## config.mk

```make
export PLATFORM = sky130hd
export DESIGN_NAME = pc_next_sequencer
export DESIGN_NICKNAME = d
export VERILOG_FILES = /design/src/rtl/pc_next_sequencer.sv
export SDC_FILE = /design/constraint.sdc
export NUM_CORES = 1
export LEC_CHECK = 0
export ABC_AREA = 1
export BUFFER_PORTS_ARGS = -buffer_cell sky130_fd_sc_hd__buf_2
export CELL_PAD_IN_SITES_DETAIL_PLACEMENT = 0
export CELL_PAD_IN_SITES_GLOBAL_PLACEMENT = 1
export CORE_AREA = 2 2 98 100
export DETAILED_ROUTE_END_ITERATION = 8
export DIE_AREA = 0 0 100 102
export GPL_TIMING_DRIVEN = 0
export HOLD_SLACK_MARGIN = 0.05
export PLACE_DENSITY_LB_ADDON = 0.1
export SLEW_MARGIN = 20
export SYNTH_ARGS = -nofsm -noshare
export SYNTH_HDL_FRONTEND = slang
export SYNTH_SLANG_ARGS = --single-unit
export TNS_END_PERCENT = 100
```

## constraint.sdc

```tcl
create_clock -name Clock -period 1.84 [get_ports Clock]
set_input_delay 0.184 -clock Clock [delete_from_list [all_inputs] [get_ports Clock]]
set_output_delay 0.184 -clock Clock [all_outputs]
set_load 0.01 [all_outputs]
```

## src/rtl/pc_next_sequencer.sv

```systemverilog
`default_nettype none
// pc_next_sequencer: next-PC / fetch sequencer driving the PC register D and ClockEnable.
// Optional misaligned-redirect trap is built when PC_TRAP_VEC_EN is defined.
module pc_next_sequencer #(
  parameter int unsigned       ADDR_W    = 32,
  parameter logic [ADDR_W-1:0] RESET_VEC = '0,
  parameter int unsigned       INC       = 4,
  parameter logic [ADDR_W-1:0] TRAP_VEC  = ADDR_W'(4)
) (
  input  logic              Clock,
  input  logic              Reset,
  input  logic              Tick,
  input  logic              stall,
  input  logic              br_valid,
  input  logic [ADDR_W-1:0] br_target,
  input  logic [ADDR_W-1:0] pc_q,
  output logic [ADDR_W-1:0] pc_d,
  output logic              pc_we,
  output logic              imem_req,
  input  logic              imem_ack,
  output logic              instr_valid,
  output logic              trap_o
);

  typedef enum logic [1:0] {
    BOOT  = 2'd0,
    FETCH = 2'd1,
    HOLD  = 2'd2
  } state_t;

  localparam logic [ADDR_W-1:0] INC_V    = ADDR_W'(INC);
  localparam logic [ADDR_W-1:0] LOW_MASK = ADDR_W'(INC - 1);

  state_t            state;
  logic              br_pend;
  logic [ADDR_W-1:0] br_tgt_q;

  logic              have_redir;
  logic              advance;
  logic [ADDR_W-1:0] redir_tgt;
  logic [ADDR_W-1:0] seq_pc;
  logic [ADDR_W-1:0] nxt;

  // A live redirect always beats the held one.
  assign have_redir = br_valid | br_pend;
  assign redir_tgt  = br_valid ? br_target : br_tgt_q;
  assign seq_pc     = pc_q + INC_V;

  always_comb begin
    advance = 1'b0;
    case (state)
      BOOT:    advance = 1'b1;
      FETCH:   advance = imem_ack & ~stall;
      HOLD:    advance = ~stall;
      default: advance = 1'b0;
    endcase
  end

  assign pc_we       = Tick & ~Reset & advance;
  assign imem_req    = (state == FETCH);
  assign instr_valid = imem_ack & (state == FETCH) & ~br_pend & ~br_valid;

`ifdef PC_TRAP_VEC_EN
  logic misaligned;

  assign misaligned = have_redir & (|(redir_tgt & LOW_MASK));
  assign nxt        = have_redir ? redir_tgt : seq_pc;
  assign pc_d       = (state == BOOT) ? RESET_VEC : (misaligned ? TRAP_VEC : nxt);
  assign trap_o     = pc_we & misaligned & (state != BOOT);
`else
  assign nxt    = have_redir ? (redir_tgt & ~LOW_MASK) : seq_pc;
  assign pc_d   = (state == BOOT) ? RESET_VEC : nxt;
  assign trap_o = 1'b0;
`endif

  always_ff @(posedge Clock or posedge Reset) begin
    if (Reset) begin
      state    <= BOOT;
      br_pend  <= 1'b0;
      br_tgt_q <= '0;
    end else if (Tick) begin
      case (state)
        BOOT: state <= FETCH;
        FETCH: begin
          if (imem_ack && !stall) begin
            br_pend <= 1'b0;
          end else begin
            // The stalled word is already squashed if a redirect arrived with it.
            if (imem_ack) state <= HOLD;
            if (br_valid) begin
              br_pend  <= 1'b1;
              br_tgt_q <= br_target;
            end
          end
        end
        HOLD: begin
          if (!stall) begin
            br_pend <= 1'b0;
            state   <= FETCH;
          end else if (br_valid) begin
            br_pend  <= 1'b1;
            br_tgt_q <= br_target;
          end
        end
        default: state <= BOOT;
      endcase
    end
  end

endmodule
`default_nettype wire

```

==> run metrics <==
main combinational cell family by area after synthesis=simple AND/OR/NAND/NOR gates; # hold bufs at CTS=0; DRT Pass-1 Iters=4; Post-Route Utilization=approximately 43%; share of layout cells above drive strength 1=around a quarter; arrival time worst endpoint=approximately 1.6 ns; final setup fails=0; R2R Path End=br_tgt_q[21]; DPL Wire Length=between 8000 and 9000 µm; Reg2Reg Depth=8; number of max-cap violations=0; FF+latch count, synth=33; post-DR vias/cell=between 4 and 5; skew final=around 0.0048 ns; CTS tree=built; max_slew headroom=between 50% and 60%; crit path launch type=flip-flop; first-pass GRT wire length=approximately 16000 µm; area of the mapped netlist=0.00305 mm²; library cells used by synthesis=31; Clock Pin Slew Worst Setup and Hold Paths=around 0.070 ns; status=finished clean; WP data required=between 1.5 and 2 ns; post-synthesis compound-gate area fraction=around 20%; Post-DRT Antenna Nets=0; ant diodes=0; Post-Route WL=10200 µm; total clock sinks=33; flop-to-flop setup slack=0.10 ns; post-synth top area share=approximately 27%; post-synthesis average cell area=approximately 5.9 µm²; number of CTS-inserted buffers=5; adder-cell share of the synthesized area=under 10%; number of flops mapped to enable cells by yosys=0; XOR/XNOR share of the synthesized area=under 10%; Die W=~100 µm; Seq/Total Area, Yosys=27.1%; P&R area growth vs syn=29.7%; pin count of the biggest net entering global routing=34; Root Driver=clkbuf_8; top_reg_cell synth=dfrtp_1; number of global-route vias before repair=between 3000 and 4000; Worst setup EP type=primary output; GP Congestion=approximately 0.9; Highest Clock Rate=around 0.56 GHz; # DRC=0; most common cell after layout, fill and taps aside=nand2_1; mux contribution to synthesized area=0%; critical-path maximum fanout=10; total number of yosys warnings=0; GRT Total Usage=around a fifth; leading post-synthesis cells by cell area=dfrtp_1, nand2_1, o21ai_0; HP Class=in -> async; Std-Cell Rows=35; RSZ-0062 raised after global routing=true; drt wl/cell=between 10 and 15 µm; post-synthesis simple-gate area fraction=about 34%; initial antenna violation count=0; worst skew pair latency=0.29 ns; reg2reg start=state[1]; top-level port count=106; final hold vios=0; share of synthesized registers carrying an async set or reset=100%; Post-Synthesis Cells=520; Pleak=about 0.0021 µW; CP Class=reg -> out; CTS Buffer Depth=2; starting density of the core=between 30% and 40%; nets=roughly 710; 1st-iter DRT viols=105; total power=4570 µW; post-synth top area cell=dfrtp_1; most frequent cells in the layout=nand2_1, buf_2, o21ai_0; minimum clock period=~1.8 ns; H-tree levels=2; worst vdd ir=between 0.0005 and 0.0006 V; via count=3530; Worst-Margin Slew=0.723 ns; Die H=about 100 µm; CORE AREA=between 0.009 and 0.01 mm²; die area=~0.01 mm²; final worst path period share=between 90% and 100%; Max Slew Vio Count=0; PortBufs=101; Overflow after GRT=0; pwr/cell area=1160 mW/mm²; Syn Nets=between 500 and 600
flip-flops by register name, indices dropped and copies added (netlist names):
signal	cells
br_tgt_q	30
state	2
br_pend	1
synthesized netlist by cell type (2+ instances only):
library cell / instances
dfrtp_1: 33
o21bai_1: 7
xor2_1: 2
nand3_1: 26
nor2_1: 62
ha_1: 5
xnor2_1: 5
clkbuf_2: 2
buf_4: 4
nor3_1: 2
buf_2: 9
or2_2: 2
a21oi_1: 16
nor2_4: 5
inv_1: 87
nand2_1: 143
clkbuf_1: 5
o21ai_1: 5
o21ai_0: 88
cell families after synthesis:
logic type | Yosys count
buf+inv | 109
compound gates | 118
flops | 33
simple gates | 247
xor+xnor | 7
fa+ha+maj | 5
other cells | 1
power breakdown:
group,switching [µW],leakage (µW),internal [µW]
Clock,270,0.0000443,297
Combinational,1690,0.00163,1150
Sequential,108,0.000414,1050
worst max-delay path by stage:
stage	cells after the start	slack [ns]	end	start
after floorplan	6	0.30	pc_we	state[1]
after global placement	7	-0.09	pc_d[28]	state[0]
after detailed placement	7	-0.09	pc_d[28]	state[0]
after CTS	7	-0.02	br_tgt_q[7]	state[1]
after global routing	7	-0.05	pc_d[19]	state[1]
final	7	0.04	pc_d[7]	state[1]
what timing repair did:
item                                    CTS  global route
pin swaps                                 0             4
gates resized for setup                  17            26
buffers inserted                          2             6
gates cloned                              0             2
endpoints found under the setup margin   32            56
stage by stage:
stage	hold WS (ns)	setup WS, ns	TNS, ns	std cells	cell area, µm²
after floorplan	0.313	0.297	0	520	3050
after global placement	0.498	-0.0871	-0.200	732	3690
after detailed placement	0.363	-0.0900	-0.295	732	3690
after CTS	0.0531	-0.0166	-0.0166	741	3820
after global routing	0.0845	-0.0466	-0.280	749	3950
final	0.0201	0.0391	0	749	3950
layout make-up:
type / count / area (µm²)
buffer: 22 / 165
clock buffer: 7 / 86.3
fill: 1035 / 5160
inverter: 87 / 329
multi-input combinational: 379 / 1830
sequential: 33 / 827
tap: 111 / 139
timing repair buffer: 110 / 571
critical path, cell delays in order (launching register included):
cell	delay, ns
dfrtp_1	0.39
inv_2	0.09
ha_4	0.18
inv_4	0.08
clkbuf_8	0.15
o21ai_0	0.13
a21oi_1	0.16
buf_2	0.15
per-layer routing:
metal / vias to the layer above / part of all wire (%) / global-route usage (%)
li1: 1862 / - / -
met5: - / 0 / 0
met3: 12 / 5.0 / 1.98
met1: 1556 / 48 / 28.2
met2: 100 / 45 / 33.7
met4: 0 / 1.7 / 5.48
Note: power is estimated with default switching activity, not from simulation.
